==> src/rtl/seg7_pkg.sv <==
// Shared constants for the seven-segment reader: active-low hex glyphs and FSM states.
package seg7_pkg;

  localparam logic [6:0] SEG_0     = 7'h40;
  localparam logic [6:0] SEG_1     = 7'h79;
  localparam logic [6:0] SEG_2     = 7'h24;
  localparam logic [6:0] SEG_3     = 7'h30;
  localparam logic [6:0] SEG_4     = 7'h19;
  localparam logic [6:0] SEG_5     = 7'h12;
  localparam logic [6:0] SEG_6     = 7'h02;
  localparam logic [6:0] SEG_7     = 7'h78;
  localparam logic [6:0] SEG_8     = 7'h00;
  localparam logic [6:0] SEG_9     = 7'h10;
  localparam logic [6:0] SEG_A     = 7'h08;
  localparam logic [6:0] SEG_B     = 7'h03;
  localparam logic [6:0] SEG_C     = 7'h46;
  localparam logic [6:0] SEG_D     = 7'h21;
  localparam logic [6:0] SEG_E     = 7'h06;
  localparam logic [6:0] SEG_F     = 7'h0E;
  localparam logic [6:0] SEG_BLANK = 7'h7F;

  typedef enum logic [1:0] {
    ST_IDLE,
    ST_SCAN,
    ST_PUBLISH
  } state_e;

endpackage

==> src/rtl/seg7_reader_glyph_decoder.sv <==
// Maps an active-low segment pattern back to its hex nibble; unknown patterns flag invalid.
module seg7_glyph_decoder
  import seg7_pkg::*;
(
  input  logic [6:0] segments_i,
  output logic [3:0] nibble_o,
  output logic       invalid_o
);

  always_comb begin
    nibble_o  = 4'h0;
    invalid_o = 1'b0;
    case (segments_i)
      SEG_0:   nibble_o = 4'h0;
      SEG_1:   nibble_o = 4'h1;
      SEG_2:   nibble_o = 4'h2;
      SEG_3:   nibble_o = 4'h3;
      SEG_4:   nibble_o = 4'h4;
      SEG_5:   nibble_o = 4'h5;
      SEG_6:   nibble_o = 4'h6;
      SEG_7:   nibble_o = 4'h7;
      SEG_8:   nibble_o = 4'h8;
      SEG_9:   nibble_o = 4'h9;
      SEG_A:   nibble_o = 4'hA;
      SEG_B:   nibble_o = 4'hB;
      SEG_C:   nibble_o = 4'hC;
      SEG_D:   nibble_o = 4'hD;
      SEG_E:   nibble_o = 4'hE;
      SEG_F:   nibble_o = 4'hF;
      default: invalid_o = 1'b1;
    endcase
  end

endmodule

==> src/rtl/seg7_reader.sv <==
// Recovers the hex word shown on a scanned seven-segment display, one frame per full digit set.
module seg7_reader
  import seg7_pkg::*;
#(
  parameter int unsigned NUM_DIGITS    = 4,
  parameter int unsigned STABLE_CYCLES = 8
) (
  input  logic                    clock_i,
  input  logic                    resetn_i,
  input  logic                    enable_i,
  input  logic [NUM_DIGITS-1:0]   digit_sel_i,
  input  logic [6:0]              segments_i,
  output logic [4*NUM_DIGITS-1:0] value_o,
  output logic [NUM_DIGITS-1:0]   bad_mask_o,
  output logic                    valid_o,
  output logic                    error_o
);

  localparam int unsigned   CW      = $clog2(STABLE_CYCLES + 1);
  localparam logic [CW-1:0] CNT_SAT = CW'(STABLE_CYCLES);
  localparam logic [CW-1:0] CNT_CAP = CW'(STABLE_CYCLES - 1);

  state_e                  state_q, state_d;
  logic [NUM_DIGITS-1:0]   sel_q;
  logic [6:0]              seg_q;
  logic [CW-1:0]           cnt_q, cnt_d;
  logic [NUM_DIGITS-1:0]   captured_q, captured_d;
  logic [4*NUM_DIGITS-1:0] stage_val_q, stage_val_d;
  logic [NUM_DIGITS-1:0]   stage_bad_q, stage_bad_d;
  logic [4*NUM_DIGITS-1:0] value_q, value_d;
  logic [NUM_DIGITS-1:0]   bad_q, bad_d;
  logic                    err_q, err_d;
  logic                    onehot_in;
  logic [3:0]              nibble;
  logic                    invalid;

  seg7_glyph_decoder u_decoder (
    .segments_i (seg_q),
    .nibble_o   (nibble),
    .invalid_o  (invalid)
  );

  assign onehot_in = (digit_sel_i != '0) &&
                     ((digit_sel_i & (digit_sel_i - NUM_DIGITS'(1))) == '0);

  always_ff @(posedge clock_i or negedge resetn_i) begin
    if (!resetn_i) begin
      state_q     <= ST_IDLE;
      sel_q       <= '0;
      seg_q       <= '0;
      cnt_q       <= '0;
      captured_q  <= '0;
      stage_val_q <= '0;
      stage_bad_q <= '0;
      value_q     <= '0;
      bad_q       <= '0;
      err_q       <= 1'b0;
    end else begin
      state_q     <= state_d;
      sel_q       <= digit_sel_i;
      seg_q       <= segments_i;
      cnt_q       <= cnt_d;
      captured_q  <= captured_d;
      stage_val_q <= stage_val_d;
      stage_bad_q <= stage_bad_d;
      value_q     <= value_d;
      bad_q       <= bad_d;
      err_q       <= err_d;
    end
  end

  always_comb begin
    state_d     = state_q;
    captured_d  = captured_q;
    stage_val_d = stage_val_q;
    stage_bad_d = stage_bad_q;
    value_d     = value_q;
    bad_d       = bad_q;
    err_d       = err_q;

    // Counter tracks the sample being registered this edge, so cnt_d==S-1 implies
    // the incoming pattern already equals the held sample the decoder is looking at.
    if (state_q == ST_IDLE) begin
      cnt_d = '0;
    end else if (({digit_sel_i, segments_i} != {sel_q, seg_q}) || !onehot_in) begin
      cnt_d = '0;
    end else if (cnt_q == CNT_SAT) begin
      cnt_d = cnt_q;
    end else begin
      cnt_d = cnt_q + CW'(1);
    end

    case (state_q)
      ST_IDLE: begin
        captured_d  = '0;
        stage_val_d = '0;
        stage_bad_d = '0;
        if (enable_i) state_d = ST_SCAN;
      end
      ST_SCAN: begin
        if (!enable_i) begin
          state_d = ST_IDLE;
        end else if (&captured_q) begin
          state_d = ST_PUBLISH;
          value_d = stage_val_q;
          bad_d   = stage_bad_q;
          err_d   = |stage_bad_q;
        end else if (cnt_d == CNT_CAP) begin
          for (int unsigned i = 0; i < NUM_DIGITS; i++) begin
            if (sel_q[i] && !captured_q[i]) begin
              captured_d[i]       = 1'b1;
              stage_val_d[4*i +: 4] = nibble;
              stage_bad_d[i]      = invalid;
            end
          end
        end
      end
      ST_PUBLISH: begin
        captured_d  = '0;
        stage_bad_d = '0;
        state_d     = enable_i ? ST_SCAN : ST_IDLE;
      end
      default: state_d = ST_IDLE;
    endcase
  end

  assign value_o    = value_q;
  assign bad_mask_o = bad_q;
  assign error_o    = err_q;
  assign valid_o    = (state_q == ST_PUBLISH);

endmodule

==> config.mk <==
export PLATFORM = sky130hd
export DESIGN_NAME = seg7_reader
export DESIGN_NICKNAME = d
export VERILOG_FILES = /design/src/rtl/seg7_pkg.sv /design/src/rtl/seg7_reader_glyph_decoder.sv /design/src/rtl/seg7_reader.sv
export SDC_FILE = /design/constraint.sdc
export NUM_CORES = 1
export LEC_CHECK = 0
export ABC_AREA = 1
export CORE_MARGIN = 1
export CORE_UTILIZATION = 50
export CTS_CLUSTER_DIAMETER = 40
export DETAILED_ROUTE_END_ITERATION = 6
export GPL_ROUTABILITY_DRIVEN = 0
export PLACE_DENSITY = 0.76
export SKIP_CTS_REPAIR_TIMING = 1
export SYNTH_ARGS = -nofsm -noshare
export SYNTH_HDL_FRONTEND = slang
export SYNTH_HIERARCHICAL = 1
export SYNTH_SLANG_ARGS = --single-unit
==> constraint.sdc <==
create_clock -name clock_i -period 2.1 [get_ports clock_i]
set_clock_uncertainty 0.05 [all_clocks]
set_input_delay 0.21 -clock clock_i [delete_from_list [all_inputs] [get_ports clock_i]]
set_output_delay 0.21 -clock clock_i [all_outputs]
set_load 0.02 [all_outputs]
==> results of run 1 <==
-- cell families after synthesis --
family	share of synthesized area
flops	0.4827
fa+ha+maj	0.007784
simple gates	0.3994
buf+inv	0.08291
compound gates	0.01946
xor+xnor	0.007787
-- worst max-delay path: stages (launching register included) --
cell and delay, ns:
sky130_fd_sc_hd__dfrtp_1 0.41, sky130_fd_sc_hd__inv_1 0.10, sky130_fd_sc_hd__ha_1 0.15, sky130_fd_sc_hd__nand2_1 0.05, sky130_fd_sc_hd__nor2_1 0.15, sky130_fd_sc_hd__nor2_1 0.08, sky130_fd_sc_hd__nor3_1 0.21, sky130_fd_sc_hd__nand3_2 0.13
sky130_fd_sc_hd__nand2_4 0.19, sky130_fd_sc_hd__buf_4 0.19, sky130_fd_sc_hd__nand4_1 0.10, sky130_fd_sc_hd__nand2_1 0.09
-- worst max path at each step --
stage | startpoint | to | slack [ns] | cells past startpoint
2_1_floorplan | cnt_q[0] | stage_val_q[10] | 0.38 | 12
3_3_place_gp | digit_sel_i[1] | captured_q[1] | 0.06 | 13
3_5_place_dp | digit_sel_i[1] | captured_q[1] | 0.02 | 13
4_1_cts | cnt_q[0] | stage_val_q[8] | 0.15 | 11
5_1_grt | cnt_q[0] | stage_bad_q[1] | 0.02 | 12
6_report | cnt_q[0] | stage_val_q[8] | 0.15 | 11
-- power by group through the flow --
stage	combinational (mW)	sequential, mW	clock [mW]
floorplan	0.184	1.31	0
global placement	0.281	1.32	0
detailed placement	0.291	1.32	0
CTS	0.291	1.30	0.912
global route	0.335	1.31	0.961
finish	0.291	1.30	0.890
-- cell type report --
cell class,instances,area share
Inverter,50,0.04961
Timing Repair Buffer,44,0.1149
Sequential cell,62,0.4047
Tap cell,75,0.02448
Clock buffer,11,0.03949
Multi-Input combinational cell,310,0.3642
Clock inverter,2,0.002611
-- metal layers --
| layer | routed length (um) | GRT usage | vias up |
|---|---|---|---|
| met2 | 3028 | 0.3678 | 78 |
| met5 | 0 | 0 | - |
| met1 | 3021 | 0.2982 | 1246 |
| met3 | 292 | 0.04176 | 12 |
| met4 | 129 | 0.1018 | 0 |
| li1 | - | - | 1425 |
-- layout by cell type, fill, tap and decap left out, types with 2 or more instances in the layout --
cell type	synthesis	final
sky130_fd_sc_hd__nand3_4	3	3
sky130_fd_sc_hd__buf_12	1	2
sky130_fd_sc_hd__nor2_1	45	45
sky130_fd_sc_hd__nor3_1	6	6
sky130_fd_sc_hd__o21ai_2	4	4
sky130_fd_sc_hd__nor2_2	5	5
sky130_fd_sc_hd__inv_1	40	40
sky130_fd_sc_hd__nand4_1	20	20
sky130_fd_sc_hd__ha_1	2	2
sky130_fd_sc_hd__clkbuf_8	0	11
sky130_fd_sc_hd__o21ai_0	2	2
sky130_fd_sc_hd__nand2_2	3	3
sky130_fd_sc_hd__nor2_4	2	2
sky130_fd_sc_hd__clkdlybuf4s50_1	0	34
sky130_fd_sc_hd__a21oi_1	2	2
sky130_fd_sc_hd__buf_4	1	6
sky130_fd_sc_hd__inv_2	9	9
sky130_fd_sc_hd__dfrtp_1	62	62
sky130_fd_sc_hd__clkinv_2	0	2
sky130_fd_sc_hd__nand3_1	15	15
sky130_fd_sc_hd__nand2_1	195	195
-- sequential cells by signal, indices dropped and copies added, names as in the netlist --
signal / count
bad_mask_o: 4
sel_q: 4
captured_q: 4
cnt_q: 4
stage_bad_q: 4
seg_q: 7
state_q: 2
value_o: 16
stage_val_q: 16
error_o: 1
==> metrics.txt, run 1 <==
Yosys cell types=28; average cell area after synthesis=7.441 sq um; Reg-to-Reg End=stage_val_q[8]; setup repair after global routing missed its margin=no; final critical path time including I/O delays and setup=1.955 ns; leakage power=2.121 nW; largest cells by area after synthesis=sky130_fd_sc_hd__dfrtp_1 (48%), sky130_fd_sc_hd__nand2_1 (23%), sky130_fd_sc_hd__nor2_1 (5.3%), sky130_fd_sc_hd__inv_1 (4.7%), sky130_fd_sc_hd__nand4_1 (3.9%); wire length of the first global-routing pass=11.56 mm; Setup Crit Path Kind=reg2reg; WL/cell=11.68 um; commonest cells in the synthesized netlist=sky130_fd_sc_hd__nand2_1 (195), sky130_fd_sc_hd__dfrtp_1 (62), sky130_fd_sc_hd__nor2_1 (45), sky130_fd_sc_hd__inv_1 (40), sky130_fd_sc_hd__nand4_1 (20); worst path arrival time=2.17 ns; Pre-Repair DR Iteration Count=4; fraction of final layout cells with drive strength greater than 1=0.1086; Worst Hold Endpoint=seg_q[6]; P&R area growth vs syn=19.27%; Cell Area, Synth=3214 sq um; Core Rows=28; achievable clock frequency=511.6 MHz; maximum vdd ir drop=0.0003800 V; utilization after layout=0.6325; Detailed Route Iter0 Violations=152; cell with the most instances after synthesis=sky130_fd_sc_hd__nand2_1; # fillers=537; number of cells produced by synthesis=432; DRT Wirelength=6.471 mm; total track usage=0.2279; Die Area=6754 sq um; Min-Delay Path Class=in2reg; number of global-route vias before repair=2573; maximum number of pins on one net before global-route repair=42; Detail Route Antenna Nets=0; total net switching power=0.6512 mW; root buffer cell=sky130_fd_sc_hd__clkbuf_8; placed cells=540; CTS tree=done; Hold WS=0.3224 ns; count of max-cap constraint violations=0; total of endpoints with negative setup slack in the final report=0; total core area=6061 sq um; category of the worst setup path launch point=flip-flop; sum of overflow across all layers after global routing=0; Top Ports=36; Max-Slew Margin vs Limit=0.6454; count of state elements after synthesis=62; maximum root-to-sink buffer count=2; clock insertion delay at the later pin of the skew report=0.33 ns; worst reg2reg path startpoint=cnt_q[0]; placed cell area=3662 sq um; clock buffers created by TritonCTS=9; transition at the pin with the smallest max-transition slack=0.5319 ns; part of the power in combinational logic=0.117; initial cell density of the core=0.5303; post-synthesis cell type with the largest combined area=sky130_fd_sc_hd__dfrtp_1; via count normalized by instance count=4.984; setup slack of the critical path after layout=0.1453 ns; number of cells on the worst hold path=1; worst setup slack after placement=0.01997 ns; clock-pin slew of the registers on the worst-case setup and hold paths=0.07 ns; design area=3834 sq um; endpoint type of the worst setup path=flip-flop; Yosys Warn Count=6; antenna violations before repair=0; fraction of power consumed by sequential logic=0.524; critical hold path startpoint=segments_i[6]; async set or reset register ratio after synthesis=1.000; pwr/cell area=646.4 nW/um^2; number of remaining DRC errors=0; EDFF count, synth=0; largest driver fanout on the critical path=14; top cell type's share of synthesized area=0.4827; Int Power=1.827 mW; overall die height=82.18 um; register area share after synthesis=0.4827; required time at the endpoint of the critical path=2.32 ns; ratio of final minimum period to clock period=0.9308; fin cells=554; # port buffers=35; final hold violation count=0; area of all sequential standard cells=1551 sq um; number of diodes=0; Switching Share=0.2628; post-DP HPWL=4.841 mm; Post-Syn Nets=448; status=completed; Worst R2R Setup Slack=0.15 ns; Pwr Total=2.478 mW; via count=2761; Post-layout nets=493; sum of negative setup slack=0 ns; cells on worst reg2reg path=11; depth of the CTS H-tree=3; Clock Power Share=0.359; total count of max-transition violations in the final report=0; die outline width=82.18 um; footprint of the multi-input gates=1396 sq um; leading register cell type out of synthesis=sky130_fd_sc_hd__dfrtp_1; CTS sink cnt=62
No activity file was read; power rests on OpenSTA's default activity.
==> run 2: changes to the inputs <==
CORE_MARGIN = 2   (was 1)
==> run 2 against run 1 <==
  * Flip-flop and latch count stayed put
  * Routed wire length is 0.68% lower
  * Non-clock buffer count is 3 lower
  * Critical path type is now reg2out
  * First-iteration DRC count is 20% higher
==> metrics.txt, run 2 (same netlist as run 1, synthesis figures left out) <==
status=completed (unchanged); Die Area=7086 sq um (was 6754 sq um); wire length of the first global-routing pass=11.32 mm (was 11.56 mm); # fillers=560 (was 537); Critical Path Sink=valid_o (was stage_val_q[8]); CTS tree=done (unchanged); maximum number of pins on one net before global-route repair=41 (was 42); category of the worst setup path launch point=flip-flop (unchanged); maximum root-to-sink buffer count=2 (unchanged); post-DP HPWL=4.855 mm (was 4.841 mm); Hold WS=0.3100 ns (was 0.3224 ns); Detail Route Antenna Nets=0 (unchanged); setup slack of the critical path after layout=0.1878 ns (was 0.1453 ns); antenna violations before repair=0 (unchanged); number of remaining DRC errors=0 (unchanged); WL/cell=11.56 um (was 11.68 um); worst reg2reg path startpoint=cnt_q[0] (unchanged); layer with the highest usage after global routing=met2 (unchanged); pwr/cell area=733.4 nW/um^2 (was 646.4 nW/um^2); most common cell after layout, fill and taps aside=sky130_fd_sc_hd__nand2_1 (unchanged); cells on worst reg2reg path=12 (was 11); Min-Delay Path Class=in2reg (unchanged); clock insertion delay at the later pin of the skew report=0.34 ns (was 0.33 ns); overall die height=84.18 um (was 82.18 um); worst path arrival time=1.65 ns (was 2.17 ns); Detailed Route Iter0 Violations=182 (was 152); achievable clock frequency=523.0 MHz (was 511.6 MHz); via count=2716 (was 2761); P&R area growth vs syn=21.53% (was 19.27%); initial cell density of the core=0.5121 (was 0.5303); global routing met1 resource utilization=0.2427 (was 0.2982); die outline width=84.18 um (was 82.18 um); footprint of the multi-input gates=1404 sq um (was 1396 sq um); Top Ports=36 (unchanged); count of max-cap constraint violations=0 (unchanged); total of endpoints with negative setup slack in the final report=0 (unchanged); number of global-route vias before repair=2636 (was 2573); final critical path time including I/O delays and setup=1.912 ns (was 1.955 ns); met2 usage=0.3333 (was 0.3678); endpoint type of the worst setup path=output port (was flip-flop); Worst Setup SP=state_q[0] (was cnt_q[0]); clock-pin slew of the registers on the worst-case setup and hold paths=0.07 ns (about the same); via count normalized by instance count=4.885 (was 4.984); depth of the CTS H-tree=3 (unchanged); total count of max-transition violations in the final report=0 (unchanged); DRT Wirelength=6.427 mm (was 6.471 mm); transition at the pin with the smallest max-transition slack=0.5579 ns (was 0.5319 ns); worst setup slack after placement=0.01534 ns (was 0.01997 ns); final hold violation count=0 (unchanged); root buffer cell=sky130_fd_sc_hd__clkbuf_8 (unchanged); sum of negative setup slack=0 ns (unchanged); highest-count cells in the layout ignoring fill and taps=sky130_fd_sc_hd__nand2_1 (195), sky130_fd_sc_hd__dfrtp_1 (62), sky130_fd_sc_hd__nor2_1 (44) (was sky130_fd_sc_hd__nand2_1 (195), sky130_fd_sc_hd__dfrtp_1 (62), sky130_fd_sc_hd__nor2_1 (45)); Worst R2R Setup Slack=0.21 ns (was 0.15 ns); leakage power=2.147 nW (was 2.121 nW); number of diodes=0 (unchanged); clock buffers created by TritonCTS=9 (unchanged); fraction of final layout cells with drive strength greater than 1=0.1127 (was 0.1086); CTS sink cnt=62 (unchanged); total track usage=0.1980 (was 0.2279); Setup Crit Path Kind=reg2out (was reg2reg); required time at the endpoint of the critical path=1.84 ns (was 2.32 ns); setup repair after global routing missed its margin=no (unchanged); Post-layout nets=490 (was 493); total core area=6277 sq um (was 6061 sq um); ratio of final minimum period to clock period=0.9106 (was 0.9308); Core Rows=29 (was 28); area of all sequential standard cells=1551 sq um (unchanged); met3 capacity usage during global routing=0.04031 (was 0.04176); Pre-Repair DR Iteration Count=4 (unchanged); # port buffers=35 (unchanged); maximum vdd ir drop=0.0003949 V (was 0.0003800 V); largest driver fanout on the critical path=12 (was 14); Max-Slew Margin vs Limit=0.6281 (was 0.6454); sum of overflow across all layers after global routing=0 (unchanged); Reg-to-Reg End=captured_q[1] (was stage_val_q[8])
run 2: stage by stage:
step	instances	total power, mW	util	instance area (sq um)
2_1_floorplan	432	1.494	-	3214
3_3_place_gp	539	1.595	0.5802	3642
3_5_place_dp	539	1.607	0.5802	3642
4_1_cts	555	2.892	0.6195	3889
5_1_grt	556	2.992	0.6223	3906
6_report	556	2.865	0.6223	3906
run 2: worst min-delay path by stage:
stage	start	end	slack, ns	cells after the start
floorplan	resetn_i	bad_mask_o[0]	-0.14	0
global placement	resetn_i	bad_mask_o[1]	0.17	1
detailed placement	resetn_i	error_o	0.19	1
CTS	resetn_i	value_o[5]	-0.18	1
global route	segments_i[1]	seg_q[1]	0.31	1
finish	segments_i[1]	seg_q[1]	0.31	1
run 2: final cells by class:
cell class / instances / share of cell area
well taps: 77 / 0.02466
clock inverters: 6 / 0.02787
flip-flops and latches: 62 / 0.3972
repair buffers: 41 / 0.1070
inverters: 50 / 0.04869
clock buffers: 10 / 0.03523
multi-input cells: 310 / 0.3594
run 2: layer usage:
| layer | routed length, um | vias to the layer above |
|---|---|---|
| met5 | 0 | - |
| met4 | 110 | 0 |
| met3 | 297 | 11 |
| met2 | 3112 | 66 |
| met1 | 2906 | 1221 |
| li1 | - | 1418 |
run 2: critical path: stages (launching register included):
cell and delay, ns:
sky130_fd_sc_hd__dfrtp_1 0.53, sky130_fd_sc_hd__nor2_1 0.16, sky130_fd_sc_hd__clkdlybuf4s50_1 0.61
run 2: power by group:
part           switching [mW]  total [mW]  internal, mW
Sequential             0.0507        1.30          1.25
Combinational           0.180       0.285         0.106
Clock                   0.461        1.28         0.818
